==> config.mk <==
export PLATFORM = sky130hd
export DESIGN_NAME = shoe_scheduler
export DESIGN_NICKNAME = d
export VERILOG_FILES = /design/src/rtl/baccarat_pkg.sv /design/src/rtl/shoe_scheduler_sat_counter.sv /design/src/rtl/shoe_scheduler.sv
export SDC_FILE = /design/constraint.sdc
export NUM_CORES = 1
export LEC_CHECK = 0
export CORE_MARGIN = 4
export CORE_UTILIZATION = 35
export CTS_BUF_LIST = sky130_fd_sc_hd__clkbuf_2
export CTS_CLUSTER_DIAMETER = 200
export CTS_CLUSTER_SIZE = 30
export DETAILED_ROUTE_END_ITERATION = 16
export PLACE_DENSITY = 0.77
export SYNTH_ARGS = -nofsm -noshare
export SYNTH_HDL_FRONTEND = slang
export SYNTH_SLANG_ARGS = --single-unit
==> constraint.sdc <==
create_clock -name slow_clock -period 1.6 [get_ports slow_clock]
set_input_delay 0.32 -clock slow_clock [delete_from_list [all_inputs] [get_ports slow_clock]]
set_output_delay 0.32 -clock slow_clock [all_outputs]
set_load 0.03 [all_outputs]
==> src/rtl/baccarat_pkg.sv <==
// Shared types and constants for the baccarat datapath: card-source states and load-strobe indices.
package baccarat_pkg;
  localparam int CARDS_PER_DECK = 52;

  typedef enum logic {RUN = 1'b0, SHUFFLE = 1'b1} state_e;

  localparam int PCARD1 = 0;
  localparam int PCARD2 = 1;
  localparam int PCARD3 = 2;
  localparam int DCARD1 = 3;
  localparam int DCARD2 = 4;
  localparam int DCARD3 = 5;
endpackage

==> src/rtl/shoe_scheduler_sat_counter.sv <==
// Saturating up-counter with synchronous active-low reset, used for the session tally.
module sat_counter #(
  parameter int W = 8
) (
  input  logic         slow_clock,
  input  logic         resetb,
  input  logic         inc,
  output logic [W-1:0] count
);
  logic [W-1:0] count_q, count_d;

  always_comb begin
    count_d = count_q;
    if (inc && (count_q != {W{1'b1}})) count_d = count_q + W'(1);
  end

  always_ff @(posedge slow_clock) begin
    if (!resetb) count_q <= '0;
    else         count_q <= count_d;
  end

  assign count = count_q;
endmodule

==> src/rtl/shoe_scheduler.sv <==
// Shares the deck generator among the six card registers, tracks the shoe and inserts shuffles.
// Build option: define BACCARAT_TALLY_EN to compile in the player/dealer/tie session tally.
module shoe_scheduler
  import baccarat_pkg::*;
#(
  parameter int DECKS     = 8,
  parameter int CUT_CARDS = 16,
  parameter int SHUF_LEN  = 4,
  parameter int TALLY_W   = 8,
  localparam int CL_W     = $clog2(DECKS*CARDS_PER_DECK+1)
) (
  input  logic               slow_clock,
  input  logic               resetb,
  input  logic [5:0]         req,
  input  logic [3:0]         new_card,
  input  logic               player_win_light,
  input  logic               dealer_win_light,
  input  logic               shuffle_req,
  output logic [5:0]         card_we,
  output logic [3:0]         card_out,
  output logic               deal_resetb,
  output logic               shuffling,
  output logic [CL_W-1:0]    cards_left,
  output logic               shoe_err,
  output logic [TALLY_W-1:0] player_wins,
  output logic [TALLY_W-1:0] dealer_wins,
  output logic [TALLY_W-1:0] ties
);
  localparam logic [CL_W-1:0] FULL_SHOE = CL_W'(DECKS*CARDS_PER_DECK);
  localparam int SHUF_W = (SHUF_LEN > 1) ? $clog2(SHUF_LEN) : 1;

  state_e            state_q, state_d;
  logic [SHUF_W-1:0] cnt_q, cnt_d;
  logic [CL_W-1:0]   left_q, left_d;
  logic              err_q, err_d;
  logic              pend_q, pend_d;
  logic              lights_q;

  logic       lights_or, round_end, multi, grant_any;
  logic [5:0] lowest;

  // Zero-latency grant: isolate the lowest set strobe and pass the card straight through.
  assign lowest    = req & (~req + 6'd1);
  assign multi     = |(req & (req - 6'd1));
  assign card_we   = (state_q == RUN) ? lowest : 6'd0;
  assign card_out  = new_card;
  assign grant_any = |card_we;

  assign lights_or = player_win_light | dealer_win_light;
  assign round_end = lights_or & ~lights_q;

  always_comb begin
    state_d = state_q;
    cnt_d   = cnt_q;
    left_d  = left_q;
    err_d   = err_q;
    pend_d  = pend_q;
    if (grant_any) begin
      if (left_q == '0) err_d = 1'b1;
      else              left_d = left_q - CL_W'(1);
    end
    if (multi && (state_q == RUN)) err_d = 1'b1;
    case (state_q)
      RUN: begin
        if (shuffle_req) pend_d = 1'b1;
        // A request arriving with the round end still counts for this round.
        if (round_end && ((left_q <= CL_W'(CUT_CARDS)) || pend_q || shuffle_req)) begin
          state_d = SHUFFLE;
          cnt_d   = SHUF_W'(SHUF_LEN - 1);
          pend_d  = 1'b0;
        end
      end
      SHUFFLE: begin
        if (cnt_q == '0) begin
          state_d = RUN;
          left_d  = FULL_SHOE;
        end else begin
          cnt_d = cnt_q - SHUF_W'(1);
        end
      end
      default: state_d = RUN;
    endcase
  end

  always_ff @(posedge slow_clock) begin
    if (!resetb) begin
      state_q  <= RUN;
      cnt_q    <= '0;
      left_q   <= FULL_SHOE;
      err_q    <= 1'b0;
      pend_q   <= 1'b0;
      lights_q <= 1'b0;
    end else begin
      state_q  <= state_d;
      cnt_q    <= cnt_d;
      left_q   <= left_d;
      err_q    <= err_d;
      pend_q   <= pend_d;
      lights_q <= lights_or;
    end
  end

  assign shuffling   = (state_q == SHUFFLE);
  assign deal_resetb = resetb & ~shuffling;
  assign cards_left  = left_q;
  assign shoe_err    = err_q;

`ifdef BACCARAT_TALLY_EN
  sat_counter #(.W(TALLY_W)) u_player (
    .slow_clock(slow_clock), .resetb(resetb),
    .inc(round_end & player_win_light & ~dealer_win_light), .count(player_wins));
  sat_counter #(.W(TALLY_W)) u_dealer (
    .slow_clock(slow_clock), .resetb(resetb),
    .inc(round_end & dealer_win_light & ~player_win_light), .count(dealer_wins));
  sat_counter #(.W(TALLY_W)) u_ties (
    .slow_clock(slow_clock), .resetb(resetb),
    .inc(round_end & player_win_light & dealer_win_light), .count(ties));
`else
  assign player_wins = '0;
  assign dealer_wins = '0;
  assign ties        = '0;
`endif
endmodule

=== Word level (Yosys, flattened, before mapping) ===
Index checks and enable logic that the tools add are counted.
W data, S select, Z words.

* Bits in registers: 15
* Input port bits: 15
* Output and inout bits: 46
* Logic and storage cells: 51

* Add/sub/neg operators: 4
* Magnitude comparators: 1
* Eq/ne operators: 2
* Multiplexer cells: 16
* Bitwise logic cells: 8
* Reduce and logical (&&, ||, !) cells: 14

{| class="wikitable"
|+ Operators with widths
! kind !! count
|-
| $mux W9 || 4
|-
| $and A6 B6 Y6 || 2
|-
| $reduce_or A6 Y1 || 2
|-
| $le A9 B5 Y1 const B || 1
|-
| $logic_not A9 Y1 || 1
|-
| $sub A9 B1 Y9 const B || 1
|-
| $mux W1 || 7
|-
| $add A6 B1 Y6 const B || 1
|-
| $mux W6 || 1
|-
| $not A6 Y6 || 1
|-
| $reduce_and A2 Y1 || 3
|-
| $reduce_bool A2 Y1 || 3
|-
| $sub A6 B1 Y6 const B || 1
|-
| $mux W2 || 2
|-
| $pmux W2 S2 || 1
|-
| $and A1 B1 Y1 || 2
|-
| $logic_and A1 B1 Y1 || 2
|-
| $logic_not A2 Y1 || 1
|-
| $logic_or A1 B1 Y1 || 2
|-
| $ne A2 B1 Y1 const B || 1
|-
| $ne A2 B2 Y1 const B || 1
|-
| $not A1 Y1 || 2
|-
| $pmux W1 S2 || 1
|-
| $sub A2 B1 Y2 const B || 1
|-
| $or A1 B1 Y1 || 1
|}

=== Logic depth before layout (Yosys ltp) ===
Gate-level depths: netlist (run 1).

* Depth after elaboration: 8
* Mapped depth: 6

=== Least setup slack after synthesis (run 1) ===
Ideal clock, no wire load.

* Path type: register to output
* Start: reg state_q (netlist: shuffling)
* End: out card_we[5]
* Arrival time: 1.905 ns
* Setup slack: -0.625 ns
* Cell stages (with the launch flop): 5
* Cell sequence: dfxtp_1 clkbuf_1 nor2_1 nand2_1 nor4b_1

* Longest elaborated chain between the ends: 1

{| class="wikitable"
|+ RTL lines
! what !! RTL line !! RTL
|-
| start, declared || shoe_scheduler.sv:32 || <nowiki>state_e state_q, state_d;</nowiki>
|-
| start signal, assigned || shoe_scheduler.sv:94 || <nowiki>state_q <= state_d;</nowiki>
|-
| $mux W6 || shoe_scheduler.sv:45 || <nowiki>assign card_we = (state_q == RUN) ? lowest : 6'd0;</nowiki>
|-
| end, declared || shoe_scheduler.sv:19 || <nowiki>output logic [5:0] card_we,</nowiki>
|}

No other way between the ends.

=== Worst setup path in the final report (run 1) ===
* Start: reg left_q[0] (netlist: cards_left[0])
* End: reg left_q[5] (netlist: cards_left[5])

* Longest elaborated chain between the ends: 5

{| class="wikitable"
|+ RTL lines
! what !! RTL line !! RTL
|-
| start, declared || shoe_scheduler.sv:34 || <nowiki>logic [CL_W-1:0] left_q, left_d;</nowiki>
|-
| start signal, assigned || shoe_scheduler.sv:96 || <nowiki>left_q <= left_d;</nowiki>
|-
| $sub A9 B1 Y9 / $logic_not A9 Y1 (equally long branches) || shoe_scheduler.sv:60, shoe_scheduler.sv:59 ||
|-
| $mux W9 * || shoe_scheduler.sv:59 || <nowiki>if (left_q == '0) err_d = 1'b1;</nowiki>
|-
| $mux W9 * || shoe_scheduler.sv:58 || <nowiki>if (grant_any) begin</nowiki>
|-
| $mux W9 || shoe_scheduler.sv:74 || <nowiki>if (cnt_q == '0) begin</nowiki>
|-
| $mux W9 * || shoe_scheduler.sv:63 || <nowiki>case (state_q)</nowiki>
|}

Mark *: on every way between the ends. The rest lies on a longest branch, timed or not.
A chain may end at the register's enable or synchronous reset.

==> results.md, run 1 <==
* Most common cell in the synthesized netlist: buf_4
* WL per Instance at 13.0 microns
* Synthesized instance count at 134
* Ant. Diodes at 0
* Number of synthesized register bits at 15
* Layout Skew at 0.00890 ns
* Die W at 63.4 microns
* Power Dens Cells at 962 nW/um^2
* Die Y at 63.4 microns
* Core area at 2850 sq um
* 1st-iter DRT viols at 59
* Clk slew on worst S/H paths at 0.16 ns
* Mean Syn Cell Area at 8.02 sq um
* Static Leakage at 0.698 nW
* Depth of the CTS H-tree at 1
* Initial antenna violation count at 0
* Number of synthesized flops with an enable pin at 0
* FILL cells at 274
* Crit path kind: flop to flop
* Via/cell ratio at 5.06
* GP Congestion at 0.818
* Global-route wire length before repair at 4.20 mm
* CTS tree: done
* Top FF cell, synth: dfxtp_1
* Worst Path Required at 1.81 ns
* Drt pass-1 iters at 5
* Fin nets at 200
* Row count at 19
* Final Slew Violations at 0
* DRC viols at 0
* Register area share after synthesis at 27.9%
* Clock Tree Buf Depth at 2
* Antenna Nets Post-Route at 0
* Total wire length at 2.76 mm
* CP Launch Type: flop
* Post-synth top area share at 27.9%
* Io pins at 61
* Top cells by count, synth: buf_4, dfxtp_1, nor2_1
* Initial core utilization at 37.7%
* Critical Path AT at 1.82 ns
* Failing checks: negative setup slack
* Max_cap viols at 0
* Worst Hold Class: flop to flop
* Via Count at 1078
* Unrepaired setup endpoints after global routing: yes
* Die area at 4020 sq um
* Hold Buf Count CTS at 0
* Setup Viol. Count Final at 2
* TritonCTS Sinks at 15
* Total global-route track usage at 13.2%
* CP max FO at 4
* Outcome: finished, violations left
* Half-perimeter wire length after placement at 2.11 mm
* Total power at 1.47 mW
* Yosys warning total at 0
* Area Overhead vs Synth at 42.4%
* Final critical-path setup slack at -0.0115 ns
* Clk_lat worst skew at 0.31 ns
* Crit end category: flop
* I/O Buffers at 28
* Total CTS buffers at 3
* Cell taking the most area after synthesis: dfxtp_1
* Final hold vios at 0
* Worst hold margin at 0.521 ns
* Layout cells sized above 1 at 34.1%
* Largest net degree at the start of global routing at 12
* Peak VDD IR at 432 uV
* Async SR Flop Fraction at 0%
* Number of global-route vias before repair at 951
* Library cells used by synthesis at 41
* Tmin final at 1.61 ns
* Period utilisation layout at 101%
* Max Freq at 621 MHz
* Synth Cell Area at 1070 sq um
* Gr ovfl total at 0
* CTS root buf: clkbuf_2
* Ranking of synthesized cells by area: dfxtp_1, buf_4, a21oi_1
power by group:
group / total (mW) / internal, mW / leakage, nW / switching [mW]
combinational: 0.776 / 0.322 / 0.556 / 0.453
sequential: 0.506 / 0.436 / 0.126 / 0.0699
clock: 0.191 / 0.0565 / 0.0164 / 0.135
critical path: stages, from the launching register on:
cell and delay [ns]:
dfxtp_4 0.38, inv_4 0.06, ha_4 0.12, or4b_4 0.49, o211ai_1 0.24, nor3_1 0.07, nand3b_1 0.15
per-stage QoR:
| stage | utilization (%) | TNS, ns | area, sq um | cells | setup WS, ns |
|---|---|---|---|---|---|
| 3_3_place_gp | 50.4 | -2.05 | 1440 | 205 | -0.250 |
| 6_report | 53.6 | -0.0224 | 1530 | 213 | -0.0115 |
| 5_1_grt | 53.6 | -0.313 | 1530 | 213 | -0.113 |
| 3_5_place_dp | 50.4 | -2.80 | 1440 | 205 | -0.337 |
| 2_1_floorplan | - | -0.0102 | 1220 | 157 | -0.0102 |
| 4_1_cts | 52.5 | -0.0248 | 1500 | 212 | -0.0171 |
cells by family after synthesis:
group,Yosys count,synth area share [%]
and+or+nand+nor,44,24.6
AOI/OAI and AO/OA,32,20.4
DFF,15,27.9
buffers and inverters,39,23.5
other,1,0.349
adders and majority gates,3,3.26
cells in the final DEF, fill, tap and decap left out, drive strengths merged, types with 2 or more instances in the layout:
cell type,Yosys,final
buf,29,30
conb,1,24
dlygate4sd2,0,15
dfxtp,15,15
nor2,11,11
a21oi,10,10
inv,9,9
nor3,7,7
nand2,7,7
clkbuf,1,4
clkdlybuf4s50,0,4
o21ai,4,4
a21o,3,3
a31oi,3,3
nor4,3,3
o31ai,3,3
nor4b,2,2
nor2b,2,2
nand4b,2,2
nand3b,2,2
and3,2,2
ha,2,2
final timing paths:
kind                       from       endpoint  slack (ns)  depth (start not counted)
setup / recovery  cards_left[0]  cards_left[5]       -0.01                          6
setup reg to reg  cards_left[0]  cards_left[5]       -0.01                          6
hold reg to reg        cnt_q[0]       cnt_q[0]        0.52                          2
hold / removal         cnt_q[0]       cnt_q[0]        0.52                          2
state kept, by name (all words and copies together) (netlist names):
| signal | count |
|---|---|
| cards_left | 9 |
| cnt_q | 2 |
| lights_q | 1 |
| pend_q | 1 |
| shoe_err | 1 |
| shuffling | 1 |
cell type report:
class	count	area (sq um)	area share [%]
well taps	31	38.8	2.53
flip-flops and latches	15	310	20.3
clock inverters	1	5.00	0.327
repair buffers	51	427	27.9
multi-input cells	103	698	45.6
inverters	9	36.3	2.37
clock buffers	3	15.0	0.981
per-layer routing:
metal	wire length [microns]	part of all wire, %	up-vias	GRT usage, %
met5	0	0	-	0
met4	31	1.1	0	4.04
met3	158	5.7	4	4.62
met2	1470	53	32	23.9
met1	1100	40	518	14.4
li1	-	-	524	-
what timing repair did:
item / in CTS / in global routing
setup endpoints to repair: 21 / 12
pin swaps: 8 / 2
gates cloned: 0 / 0
resized for setup: 28 / 10
setup buffers: 4 / 1
endpoints found under the hold margin: 0 / 0
(Power assumes the default switching activity.)
==> inputs of run 2 (changes only) <==
Settings changed: CORE_MARGIN 4 to 3, HOLD_SLACK_MARGIN from default to 0.08.
==> results.md, run 2 (synthesized netlist as in run 1, its figures left out) <==
* Largest net degree at the start of global routing at 12 (unchanged)
* Half-perimeter wire length after placement at 2.09 mm (-1.2%)
* Final std cells w/o fill at 209 (-1.9%)
* TritonCTS Sinks at 15 (unchanged)
* Final hold vios at 0 (unchanged)
* Fin nets at 196 (-2.0%)
* GP Congestion at 0.848 (+3.6%)
* Antenna Nets Post-Route at 0 (unchanged)
* Tmin final at 1.58 ns (-0.0265 ns)
* Layout cells sized above 1 at 30.3% (-3.7 points)
* Die W at 61.4 microns (-3.2%)
* Core area at 2830 sq um (-0.83%)
* Row count at 19 (unchanged)
* Power Dens Cells at 968 nW/um^2 (+0.60%)
* CTS tree: done
* Total CTS buffers at 3 (unchanged)
* Max reg flops at 9 (unchanged)
* Total wire length at 2.58 mm (-6.4%)
* Io pins at 61 (unchanged)
* Period utilisation layout at 99.1% (-1.7 points)
* I/O Buffers at 28 (unchanged)
* Area Overhead vs Synth at 38.0%
* Crit end category: output pin
* Drt pass-1 iters at 4 (-1)
* Max_cap viols at 0 (unchanged)
* Layout Skew at 0.00827 ns (-0.000628 ns)
* Initial antenna violation count at 0 (unchanged)
* Static Leakage at 0.690 nW (-1.1%)
* Ant. Diodes at 0 (unchanged)
* Worst Path Required at 1.28 ns (-0.53 ns)
* Worst hold margin at 0.353 ns (-0.167 ns)
* CTS root buf: clkbuf_2
* Global-route wire length before repair at 3.97 mm (-5.6%)
* Max Freq at 631 MHz (+1.7%)
* Clock Tree Buf Depth at 2 (unchanged)
* Via Count at 1027 (-4.7%)
* Clk slew on worst S/H paths at 0.16 ns (about the same)
* DRC viols at 0 (unchanged)
* Inst Count DP at 204 (-0.49%)
* Initial core utilization at 38.0% (+0.32 points)
* Outcome: finished clean
* Setup Viol. Count Final at 0 (-2)
* Final design utilization at 52.4% (-1.2 points)
* CP max FO at 4 (unchanged)
* Clk_lat worst skew at 0.29 ns (-0.02 ns)
* Unrepaired setup endpoints after global routing: yes
* Total power at 1.44 mW (-2.5%)
* CP Launch Type: flop
* WL per Instance at 12.4 microns (-4.7%)
* Total global-route track usage at 14.2% (+1.0 points)
* Depth of the CTS H-tree at 1 (unchanged)
* Peak VDD IR at 371 uV (-14%)
* Worst Hold Class: input pin to flop
* Gr ovfl total at 0 (unchanged)
* Hold Buf Count CTS at 0 (unchanged)
* Number of global-route vias before repair at 891 (-6.3%)
* Critical Path AT at 1.26 ns (-0.56 ns)
* Die area at 3770 sq um (-6.2%)
* Most frequent cells in the layout: conb_1, buf_4, dlygate4sd2_1
* Final Slew Violations at 0 (unchanged)
* 1st-iter DRT viols at 39 (-34%)
* Crit path kind: flop to output pin
* Die Y at 61.4 microns (-3.2%)
* Via/cell ratio at 4.91 (-2.9%)
run 2: stage by stage:
| stage | instance area [sq um] | TNS, ns | setup slack [ns] |
|---|---|---|---|
| after detailed placement | 1430 | -2.42 | -0.309 |
| after floorplan | 1220 | -0.0102 | -0.0102 |
| after global placement | 1430 | -1.85 | -0.239 |
| final | 1480 | 0 | 0.0150 |
| after CTS | 1460 | -0.00535 | -0.00535 |
| after global routing | 1480 | -0.206 | -0.0641 |
run 2: final timing paths:
| check | from | to | slack (ns) | depth (start not counted) |
|---|---|---|---|---|
| worst max register to register | cards_left[0] | cards_left[6] | 0.03 | 5 |
| worst min-delay path | resetb | cnt_q[0] | 0.35 | 3 |
| worst max-delay path | shuffling | card_we[5] | 0.02 | 4 |
| worst min register to register | cnt_q[0] | cnt_q[0] | 0.52 | 2 |
run 2: area by class of cell:
| type | count | area, sq um |
|---|---|---|
| Clock buffer | 4 | 20.0 |
| Fill cell | 259 | 1350 |
| Inverter | 9 | 36.3 |
| Multi-Input combinational cell | 103 | 684 |
| Sequential cell | 15 | 308 |
| Tap cell | 31 | 38.8 |
| Timing Repair Buffer | 47 | 395 |
run 2: metal layers:
layer  wire length, microns  vias up  global-route usage (%)
met3                    177        2                    3.14
met4                     14        0                    3.64
met1                   1050      474                    17.1
li1                       -      512                       -
met5                      0        -                       0
met2                   1340       39                    25.5
run 2: what timing repair did:
| action | CTS | global route |
|---|---|---|
| setup endpoints to repair | 18 | 13 |
| pin swaps | 7 | 1 |
| gates resized for setup | 24 | 7 |
| hold endpoints to repair | 0 | 0 |
| cloned | 0 | 0 |
| buffers inserted | 1 | 0 |
run 2: critical path: stages, from the launching register on:
cell and delay [ns]:
dfxtp_2 0.37, nor2_4 0.12, nand2_2 0.09, nor4b_4 0.23, buf_6 0.17
run 2: power breakdown:
part,leakage (nW),internal (mW),switching [mW]
Clock,0.0166,0.0663,0.126
Sequential,0.126,0.436,0.0698
Combinational,0.548,0.301,0.436
Total,0.690,0.803,0.632
